## src/rtl/sobel_frame_ctrl.sv

```systemverilog
// Frame sequencer for sobel_calc: raster-scans the input frame, gathers each
// interior 3x3 window, and writes the magnitude (0 on borders/timeouts) out.
module sobel_frame_ctrl #(
    parameter int IMG_W   = 64,
    parameter int IMG_H   = 64,
    parameter int ADDR_W  = 12,
    parameter int TIMEOUT = 16
) (
    input  logic              clk,
    input  logic              rst,
    input  logic              start_i,
    output logic              busy_o,
    output logic              frame_done_o,
    output logic              err_o,
    output logic              rd_en_o,
    output logic [ADDR_W-1:0] rd_addr_o,
    input  logic [7:0]        rd_data_i,
    output logic              wr_en_o,
    output logic [ADDR_W-1:0] wr_addr_o,
    output logic [7:0]        wr_data_o,
    output logic [7:0]        d0_o,
    output logic [7:0]        d1_o,
    output logic [7:0]        d2_o,
    output logic [7:0]        d3_o,
    output logic [7:0]        d4_o,
    output logic [7:0]        d5_o,
    output logic [7:0]        d6_o,
    output logic [7:0]        d7_o,
    output logic [7:0]        d8_o,
    output logic              calc_start_o,
    input  logic [7:0]        calc_gray_i,
    input  logic              calc_done_i
);
    localparam int XW = $clog2(IMG_W);
    localparam int YW = $clog2(IMG_H);
    localparam int CW = $clog2(TIMEOUT + 1);
    localparam logic [ADDR_W-1:0] ROW = ADDR_W'(IMG_W);
    localparam logic [ADDR_W-1:0] ONE = ADDR_W'(1);

    typedef enum logic [2:0] {
        S_IDLE, S_FETCH, S_ISSUE, S_WAIT, S_WRITE, S_DONE
    } state_t;

    state_t            state_q, state_d;
    logic [XW-1:0]     x_q, x_n;
    logic [YW-1:0]     y_q, y_n;
    logic [ADDR_W-1:0] pix_q, tap_a;
    logic [3:0]        k_q;
    logic [CW-1:0]     cnt_q;
    logic [7:0]        win_q [9];
    logic [7:0]        res_q;
    logic              err_q;
    logic              last_x, last_y, last_px, next_border, timeout;

    always_comb begin
        last_x      = (x_q == XW'(IMG_W - 1));
        last_y      = (y_q == YW'(IMG_H - 1));
        last_px     = last_x && last_y;
        x_n         = last_x ? '0 : x_q + XW'(1);
        y_n         = last_x ? y_q + YW'(1) : y_q;
        next_border = (x_n == '0) || (y_n == '0) ||
                      (x_n == XW'(IMG_W - 1)) || (y_n == YW'(IMG_H - 1));
        timeout     = (cnt_q == CW'(TIMEOUT));
    end

    // Tap k of the window around pix_q, row-major from the upper-left corner.
    always_comb begin
        case (k_q)
            4'd0:    tap_a = pix_q - ROW - ONE;
            4'd1:    tap_a = pix_q - ROW;
            4'd2:    tap_a = pix_q - ROW + ONE;
            4'd3:    tap_a = pix_q - ONE;
            4'd4:    tap_a = pix_q;
            4'd5:    tap_a = pix_q + ONE;
            4'd6:    tap_a = pix_q + ROW - ONE;
            4'd7:    tap_a = pix_q + ROW;
            4'd8:    tap_a = pix_q + ROW + ONE;
            default: tap_a = pix_q;
        endcase
    end

    always_ff @(posedge clk) begin
        if (rst) state_q <= S_IDLE;
        else     state_q <= state_d;
    end

    always_comb begin
        state_d = state_q;
        case (state_q)
            S_IDLE:  if (start_i) state_d = S_WRITE;
            S_FETCH: if (k_q == 4'd9) state_d = S_ISSUE;
            S_ISSUE: state_d = S_WAIT;
            S_WAIT:  if (calc_done_i || timeout) state_d = S_WRITE;
            S_WRITE: begin
                if (last_px)          state_d = S_DONE;
                else if (next_border) state_d = S_WRITE;
                else                  state_d = S_FETCH;
            end
            S_DONE:  state_d = S_IDLE;
            default: state_d = S_IDLE;
        endcase
    end

    always_comb begin
        frame_done_o = 1'b0;
        rd_en_o      = 1'b0;
        rd_addr_o    = '0;
        wr_en_o      = 1'b0;
        wr_addr_o    = '0;
        wr_data_o    = '0;
        calc_start_o = 1'b0;
        busy_o       = (state_q != S_IDLE) && (state_q != S_DONE);
        case (state_q)
            S_FETCH: begin
                if (k_q != 4'd9) begin
                    rd_en_o   = 1'b1;
                    rd_addr_o = tap_a;
                end
            end
            S_ISSUE: calc_start_o = 1'b1;
            S_WRITE: begin
                wr_en_o   = 1'b1;
                wr_addr_o = pix_q;
                wr_data_o = res_q;
            end
            S_DONE:  frame_done_o = 1'b1;
            default: ;
        endcase
    end

    always_ff @(posedge clk) begin
        if (rst) begin
            x_q   <= '0;
            y_q   <= '0;
            pix_q <= '0;
            k_q   <= '0;
            cnt_q <= '0;
            res_q <= '0;
            err_q <= 1'b0;
            for (int i = 0; i < 9; i++) win_q[i] <= '0;
        end else begin
            k_q <= '0;
            case (state_q)
                S_IDLE: begin
                    if (start_i) begin
                        x_q   <= '0;
                        y_q   <= '0;
                        pix_q <= '0;
                        res_q <= '0;
                        err_q <= 1'b0;
                    end
                end
                S_FETCH: begin
                    k_q <= k_q + 4'd1;
                    for (int i = 0; i < 9; i++)
                        if (k_q == 4'(i + 1)) win_q[i] <= rd_data_i;
                end
                S_ISSUE: cnt_q <= CW'(1);
                S_WAIT: begin
                    cnt_q <= cnt_q + CW'(1);
                    if (calc_done_i) begin
                        res_q <= calc_gray_i;
                    end else if (timeout) begin
                        res_q <= '0;
                        err_q <= 1'b1;
                    end
                end
                S_WRITE: begin
                    x_q   <= x_n;
                    y_q   <= y_n;
                    pix_q <= pix_q + ONE;
                    res_q <= '0;
                end
                default: ;
            endcase
        end
    end

    assign err_o = err_q;
    assign d0_o  = win_q[0];
    assign d1_o  = win_q[1];
    assign d2_o  = win_q[2];
    assign d3_o  = win_q[3];
    assign d4_o  = win_q[4];
    assign d5_o  = win_q[5];
    assign d6_o  = win_q[6];
    assign d7_o  = win_q[7];
    assign d8_o  = win_q[8];

endmodule

```

## config.mk

```make
export PLATFORM = sky130hd
export DESIGN_NAME = sobel_frame_ctrl
export DESIGN_NICKNAME = d
export VERILOG_FILES = /design/src/rtl/sobel_frame_ctrl.sv
export SDC_FILE = /design/constraint.sdc
export NUM_CORES = 1
export LEC_CHECK = 0
export BUFFER_PORTS_ARGS = -buffer_cell sky130_fd_sc_hd__buf_2
export CAP_MARGIN = 30
export CORE_MARGIN = 4
export CORE_UTILIZATION = 35
export CTS_BUF_LIST = sky130_fd_sc_hd__clkbuf_16
export CTS_CLUSTER_DIAMETER = 200
export CTS_CLUSTER_SIZE = 40
export DETAILED_ROUTE_END_ITERATION = 7
export GPL_TIMING_DRIVEN = 0
export MAX_ROUTING_LAYER = met4
export PLACE_DENSITY = 0.63
export SYNTH_ARGS = -nofsm -noshare
export SYNTH_HDL_FRONTEND = slang
export SYNTH_SLANG_ARGS = --single-unit
```

## constraint.sdc

```tcl
create_clock -name clk -period 5.1 [get_ports clk]
set_clock_uncertainty 0.1 [all_clocks]
set_input_delay 0.765 -clock clk [delete_from_list [all_inputs] [get_ports clk]]
set_output_delay 0.765 -clock clk [all_outputs]
set_load 0.005 [all_outputs]
```

Yosys cells after proc, flatten, opt, wreduce, memory -nomap -nowiden
Memory sizes are Yosys's and may differ from the RTL's.
Index checks and enable logic that the tools add are counted.
- memories: 1
- output and inout port bits: 110
- input bits: 20
- word-level logic and storage cells: 157
- bits in registers: 45
- RAM bits: 72
- memory list (name ; words ; width ; rd ports ; clocked after Yosys merged registers in ; write ports ; line ; text):
    win_q ; 9 ; 8 ; 9 ; 0 ; 9 ; 50 ; logic [7:0] win_q [9];
- eq/ne operators: 27
- reductions and logical operators: 20
- bitwise operators: 10
- add/subtract/negate cells: 12
- multiplexer cells: 79
- operators by type and width (cell ; number):
    $mux W8 ; 13
    $pmux W12 S8 ; 1
    $mux W12 ; 4
    $mux W1 ; 46
    $add A12 B1 Y12 const B ; 3
    $sub A12 B1 Y12 const B ; 3
    $eq A6 B6 Y1 const B ; 4
    $pmux W12 S2 ; 1
    $pmux W6 S2 ; 2
    $pmux W8 S3 ; 1
    $mux W6 ; 3
    $eq A4 B3 Y1 const B ; 4
    $mux W3 ; 5
    $pmux W3 S5 ; 1
    $add A12 B7 Y12 const B ; 1
    $add A6 B1 Y6 const B ; 2
    $logic_not A6 Y1 ; 2
    $sub A12 B7 Y12 const B ; 1
    $ne A2 B2 Y1 const B ; 5
    $pmux W5 S2 ; 1
    $or A1 B1 Y1 ; 9
    $eq A4 B2 Y1 const B ; 2
    $eq A4 B4 Y1 const B ; 2
    $eq A3 B2 Y1 const B ; 2
    20 further kinds ; 30

Longest topological paths before layout
Gate-level depths: netlist (run 1).
- depth in word-level cells: 9
- mapped depth: 10
- depth with buffers taken out: 9

Worst setup path after synthesis (run 1)
OpenSTA, ideal clock, no wires.
- path type: reg-to-output
- start: reg pix_q[6]
- end: out rd_addr_o[11]
- stages on the path, launching flop included: 10
- path slack: 1.950 ns
- arrival: 2.285 ns
- buffers on the path: 1
- required time: 4.235 ns
- cells stage by stage: dfxtp_1 > inv_1 > ha_1 > clkbuf_1 > mux2i_1 > a311oi_1 > nor3_2 > nand3_1 > or3_1 > a31oi_1
- longest elaborated chain between the ends: 5
- elaborated cells on any way between the ends: 11
- classes of those cells: add/sub: 8; mux: 3
- RTL lines (element ; line ; text):
    start: declaration ; 47 ; logic [ADDR_W-1:0] pix_q, tap_a;
    start signal: assignment ; 171 ; pix_q <= pix_q + ONE;
    $add A12 B7 Y12 or $sub A12 B7 Y12 (tied branches) ; - ;
    $add A12 B1 Y12, or another cell as far along ; 77 ; 4'd8: tap_a = pix_q + ROW + ONE;
    $pmux W12 S8 (*) ; 68 ; case (k_q)
    $mux W12 (*) ; 115 ; if (k_q != 4'd9) begin
    $mux W12 (*) ; 113 ; case (state_q)
    end: declaration ; 16 ; output logic [ADDR_W-1:0] rd_addr_o,
Mark *: on every way between the ends. The rest lies on a longest branch, timed or not.

Worst setup path in the final report (run 1)
Same ends and word-level chain as after synthesis.

==> results of run 1 <==
==> area by class of cell <==
type                    instances  area share
clock buffers                  17      0.0556
inverters                      14     0.00687
repair buffers                129      0.0844
multi-input cells             467       0.370
flip-flops and latches        117       0.400
clock inverters                15      0.0183
well taps                     225      0.0368
plain buffers                  49      0.0275
==> stage by stage <==
step | power (W) | instance area [sq um] | util | setup WS [ns] | instances
6_report | 0.00228 | 7650 | 0.442 | 0.936 | 1033
2_1_floorplan | 0.00111 | 6160 | - | 1.95 | 647
3_3_place_gp | 0.00117 | 7080 | 0.409 | 1.36 | 1000
4_1_cts | 0.00230 | 7650 | 0.442 | 0.907 | 1033
5_1_grt | 0.00236 | 7650 | 0.442 | 0.691 | 1033
3_5_place_dp | 0.00117 | 7090 | 0.410 | 1.34 | 1001
==> kinds of logic (layout without fill, tap and decap cells) <==
family,Yosys count,count (layout),share of synthesized area
mux,6,6,0.00975
buf+inv,63,224,0.0427
compound gates,161,161,0.173
simple gates,260,260,0.213
fa+ha+maj,13,13,0.0264
flops,117,117,0.497
xor+xnor,27,27,0.0384
==> placed cells by master, fill, tap and decap left out, types with 7 or more instances in the layout <==
| master | synthesis | layout |
|---|---|---|
| nand2_1 | 54 | 54 |
| o21ai_0 | 34 | 34 |
| ha_1 | 13 | 13 |
| clkbuf_1 | 34 | 34 |
| a21oi_1 | 40 | 40 |
| and2_1 | 14 | 14 |
| edfxtp_1 | 72 | 72 |
| xor2_1 | 8 | 8 |
| nor2_1 | 69 | 69 |
| inv_1 | 13 | 14 |
| a311oi_1 | 8 | 8 |
| nor3_1 | 26 | 26 |
| buf_2 | 9 | 138 |
| xnor2_1 | 19 | 19 |
| nand3b_1 | 8 | 8 |
| dfxtp_1 | 45 | 45 |
| o21bai_1 | 7 | 7 |
| nand3_1 | 22 | 22 |
| nor2b_1 | 7 | 7 |
| clkbuf_16 | 0 | 17 |
| and3_1 | 26 | 26 |
| a22oi_1 | 16 | 16 |
==> state kept, by name, indices dropped and copies added (netlist names) <==
| signal | count |
|---|---|
| state_q | 3 |
| win_q | 72 |
| pix_q | 12 |
| res_q | 8 |
| err_o | 1 |
| k_q | 4 |
| cnt_q | 5 |
| x_q | 6 |
| y_q | 6 |
==> power groups by stage <==
stage	Sequential [W]	Clock [W]	Combinational (W)
2_1_floorplan	0.00105	0	0.0000605
3_3_place_gp	0.00105	0	0.000115
3_5_place_dp	0.00105	0	0.000116
4_1_cts	0.00103	0.00115	0.000117
5_1_grt	0.00104	0.00119	0.000128
6_report	0.00103	0.00113	0.000116
==> metal layers <==
metal	routed length, um	share of wire	global-route usage
met1	8280	0.48	0.253
met2	7480	0.43	0.258
met3	1390	0.080	0.0346
met4	159	0.0092	0.0428
met5	0	0	-
==> how the worst max path moves through the flow <==
stage	slack, ns	cells after the start	to
3_5_place_dp	1.34	10	rd_addr_o[11]
3_3_place_gp	1.36	10	rd_addr_o[11]
2_1_floorplan	1.95	9	rd_addr_o[11]
6_report	0.94	10	rd_addr_o[11]
5_1_grt	0.69	10	rd_addr_o[11]
4_1_cts	0.91	10	rd_addr_o[11]
==> impl_metrics.ini, run 1 <==
[power]
p_switching_w = 0.000506
vdd.ir_drop.worst_mv = 0.231
seqPwrFrac = 0.453
p_int_w = 0.00178
power_frac_clock = 0.496
swShare = 0.222
p_comb_frac = 0.051
leakagePower_nw = 3.21
pwr_density_cell_nw_per_um2 = 298

[hold_path]
hold_depth = 1
min_path_type = reg2reg
min_to = k_q[0]$_SDFF_PP0_
hp-start = k_q[0]$_SDFF_PP0_

[setup_path]
critPathArrivalTime_ns = 3.30
crit_buf_inv = 3
cp-startpoint = pix_q[6]$_SDFFE_PP0P_
reg2reg_slack_ns = 2.07
slowest_delay_ns = 0.49
cp.required_ns = 4.24
cp-start-kind = flop
slowest_stage = dfxtp_1
cp-end-kind = primary output
rr_endpoint = win_q[0][42]$_DFFE_PP_
cp_max_fo = 9
crit_family = simple AND/OR/NAND/NOR gates
crit_type = reg2out
timing.rr.start = state_q[1]$_SDFFE_PP0P_
crit_chain = inv_1, ha_1, clkbuf_1, mux2i_1, a311oi_1, nor3_2, nand3_1, or3_1, a31oi_1, buf_2
r2r_cells = 6

[synth]
synth_top_area_frac = 0.351
yosysWarningCount = 0
syn-num-nets = 680
synth.most_common_cell = edfxtp_1
synth_area_leader_cell = edfxtp_1
synth_cell_type_count = 64
synthCells = 647
ys_ff_latch = 117
syn_area_per_cell_sq_um = 9.52
ys.flop_type = edfxtp_1
synth_edf_count = 72
syn-cell-area_sq_um = 6160
synth_common_cells = edfxtp_1 (72), nor2_1 (69), nand2_1 (54)
async_flop_share = 0
yosysSeqAreaShare = 0.497
synth.area.top_cells = edfxtp_1 (35%), dfxtp_1 (15%), nor2_1 (4.2%)

[final_layout]
nFillCells = 1692
nets = 828
area_growth_pct = 24.2
seq_area_sq_um = 3060
drive_above_1_share = 0.229
multi_input_area_sq_um = 2830
diodes = 0

[clocking]
numCtsBuffers = 17
ctsResizeCount = 0
post_cts.repair.setup_buffers = 0
cts_buffer_depth = 2
cts_tree = built
hold_buffers = 0
cts.sinks = 117
cts.clk_slew.worst_paths_ns = 0.06
worst_skew_pair.late_latency_ns = 0.40
cts-root-buf = clkbuf_16
ctsHtreeMaxLevel = 4

[timing]
period_minus_slack_ns = 4.16
setup_viol = 0
slew_violations = 0
max_slew_margin = 0.374
timing.fmax_mhz = 240
grt_setup_unrepaired = false
fin_setup_tns_ns = 0
post-route-period-util = 0.817
hold_violations = 0
worst_pin_slew_ns = 0.938
hold_slack_ns = 0.380

[global_route]
grt_pass1_vias = 4909
grt_pass1_wl_um = 27100
grt_antenna_before_repair = 0
grt_max_degree = 17
globalRouteTotalUtil = 0.176
gr-total-overflow = 0

[flow_run]
drv_cap = 0

[routing]
num_vias = 5438
avgViaCountPerCell = 5.26
routed_wl_um = 17300
drc = 0
drtIter0Drc = 487
ant_nets = 0
drt_first_pass_iters = 5
wl_per_cell_um = 16.8

[floorplanning]
die_x_um = 141
ioPinCount = 130
start_util = 0.356
dieHeight_um = 141
dieArea_sq_um = 19800
rows = 48
core_sq_um = 17300

[placed_design]
gp_congestion = 0.943
port_buffers = 128
hpwl_um = 12600

[status]
run_status = finished, final reports clean
Note: power is estimated with default switching activity, not from simulation.
==> run 2: changes to the inputs <==
Settings changed: ABC_AREA from default to 1, PLACE_DENSITY 0.63 to 0.65.
Clock period 5.1 ns to 3.5 ns, I/O delays scaled along.
==> run 2 against run 1 <==
- utilization grew 1.2 points
- final area is essentially flat
- via count shrank 0.11%
- largest power group unchanged
==> impl_metrics.ini, run 2 <==
[flow_run]
drv_cap = 0

[clocking]
cts_buffer_depth = 2
ctsHtreeMaxLevel = 4
cts-root-buf = clkbuf_16
cts.sinks = 117
worst_skew_pair.late_latency_ns = 0.41
numCtsBuffers = 17
hold_buffers = 0
cts_tree = built
cts.clk_slew.worst_paths_ns = 0.06

[floorplanning]
rows = 47
ioPinCount = 130
start_util = 0.361
core_sq_um = 16800
die_x_um = 140
dieArea_sq_um = 19500
dieHeight_um = 140

[setup_path]
slowest_stage = dfxtp_1
cp-start-kind = flop
crit_family = simple AND/OR/NAND/NOR gates
cp_max_fo = 10
cp.required_ns = 2.87
cp-end-kind = primary output
crit_chain = ha_1, nand2_1, nor2_2, inv_1, nand3_4, buf_6, o21ai_0, a31oi_1, buf_2
crit_buf_inv = 3
slowest_delay_ns = 0.41
crit_type = reg2out
critPathArrivalTime_ns = 2.68

[synth]
synth_area_leader_cell = edfxtp_1
synth_top_area_frac = 0.356
syn_area_per_cell_sq_um = 8.23
syn-num-nets = 772
ys_ff_latch = 117
yosysSeqAreaShare = 0.504
syn-cell-area_sq_um = 6080
ys.flop_type = edfxtp_1
synth_edf_count = 72
synth_cell_type_count = 50
yosysWarningCount = 0
synth.most_common_cell = nand2_1
synth.area.top_cells = edfxtp_1 (36%), dfxtp_1 (15%), nand2_1 (11%)
async_flop_share = 0
synth_common_cells = nand2_1 (172), inv_1 (101), nor2_1 (91)
synthCells = 739

[power]
swShare = 0.289
seqPwrFrac = 0.379
power_frac_clock = 0.435
p_switching_w = 0.00121
pwr_density_cell_nw_per_um2 = 545
p_int_w = 0.00297
p_comb_frac = 0.187
power_w = 0.00417
leakagePower_nw = 3.37
vdd.ir_drop.worst_mv = 0.309

[global_route]
gr-total-overflow = 0
grt_pass1_vias = 5092
globalRouteTotalUtil = 0.171
grt_antenna_before_repair = 0
met2_usage = 0.262
met3_usage = 0.0415
grt_pass1_wl_um = 26100
grt_max_degree = 17
grt_busiest_layer = met2
use_met1 = 0.224

[routing]
drc = 0
wl_per_cell_um = 14.4
drt_first_pass_iters = 5
avgViaCountPerCell = 4.82
drtIter0Drc = 353
num_vias = 5432
ant_nets = 0
routed_wl_um = 16200

[final_layout]
top_register = win_q
final_cell_mix = nand2_1 (172), buf_2 (137), inv_1 (101)
final_area_sq_um = 7650
reg_top3 = win_q x72, pix_q x12, res_q x8
largest_register_ffs = 72
nFillCells = 1645
diodes = 0
drive_above_1_share = 0.222
area_growth_pct = 25.8
nets = 926
stdcell_count = 1126
final_common_cell = nand2_1

[timing]
timing.fmax_mhz = 303
slew_violations = 0
grt_setup_unrepaired = false
worst_pin_slew_ns = 0.773
post-route-period-util = 0.944
hold_violations = 0
setup_viol = 0
period_minus_slack_ns = 3.30
max_slew_margin = 0.483
fin_setup_tns_ns = 0

[placed_design]
gp_congestion = 0.907
port_buffers = 128
place_inst = 1092
dpl_cell_area_sq_um = 7020
hpwl_um = 12200

[hold_path]
min_path_type = in2reg

[status]
run_status = finished, final reports clean
## run 2: logic make-up after synthesis
| group | Yosys count | share of synthesized area |
|---|---|---|
| DFF | 117 | 0.504 |
| and+or+nand+nor | 353 | 0.254 |
| xor gates and xnor gates | 16 | 0.0231 |
| buffers and inverters | 124 | 0.0799 |
| adders and majority gates | 13 | 0.0268 |
| muxes | 1 | 0.00165 |
| AOI/OAI and AO/OA | 115 | 0.111 |
## run 2: power by group through the flow
stage          clock network [W]  logic, W  registers, W
2_1_floorplan                  0  0.000490       0.00160
3_3_place_gp                   0  0.000767       0.00161
3_5_place_dp                   0  0.000773       0.00161
4_1_cts                  0.00184  0.000776       0.00158
5_1_grt                  0.00192  0.000874       0.00159
6_report                 0.00181  0.000778       0.00158
## run 2: per-layer routing
| layer | up-vias | share of wire |
|---|---|---|
| met5 | - | 0 |
| met4 | 0 | 0.016 |
| met3 | 25 | 0.067 |
| met2 | 210 | 0.44 |
| met1 | 2447 | 0.47 |
| li1 | 2750 | - |
## run 2: metrics by stage
stage	setup WS, ns	hold WS [ns]	utilization
floorplan	1.11	0.341	-
global placement	0.601	0.349	0.416
detailed placement	0.594	0.360	0.417
CTS	0.142	0.247	0.454
global route	0.000917	0.247	0.455
finish	0.195	0.262	0.455
## run 2: worst reg2reg max path: stages, from the launching register on
cell and delay, ns:
dfxtp_1 0.36, inv_1 0.06, nor2_1 0.08, inv_1 0.05
nor2_1 0.22, inv_1 0.18, nor2_1 0.34, inv_1 0.16
o211ai_1 0.18, nor2_1 0.17, nor2_1 0.63
## run 2: final cells by class
cell class                 count  area, sq um  share of cell area
buffer                        20         92.6              0.0121
clock buffer                  17          425              0.0556
clock inverter                15          188              0.0245
inverter                     104          393              0.0514
multi-input combinational    498         2530               0.331
sequential                   117         3060               0.401
tap                          220          275              0.0360
timing repair buffer         135          681              0.0890
## run 2: timing repair
action | CTS | global route
endpoints found under the setup margin | 0 | 5
buffers inserted | 0 | 2
resized for setup | 0 | 2
endpoints found under the hold margin | 0 | 0
## run 2: final timing paths
kind	from	endpoint	slack, ns	depth (start not counted)
worst max-delay path	k_q[0]$_SDFF_PP0_	rd_addr_o[7]	0.20	9
worst min-delay path	calc_gray_i[7]	res_q[7]$_SDFFE_PP0P_	0.26	3
worst max register to register	state_q[0]$_SDFFE_PP0P_	win_q[0][3]$_DFFE_PP_	0.66	10
worst min register to register	res_q[1]$_SDFFE_PP0P_	res_q[1]$_SDFFE_PP0P_	0.37	2
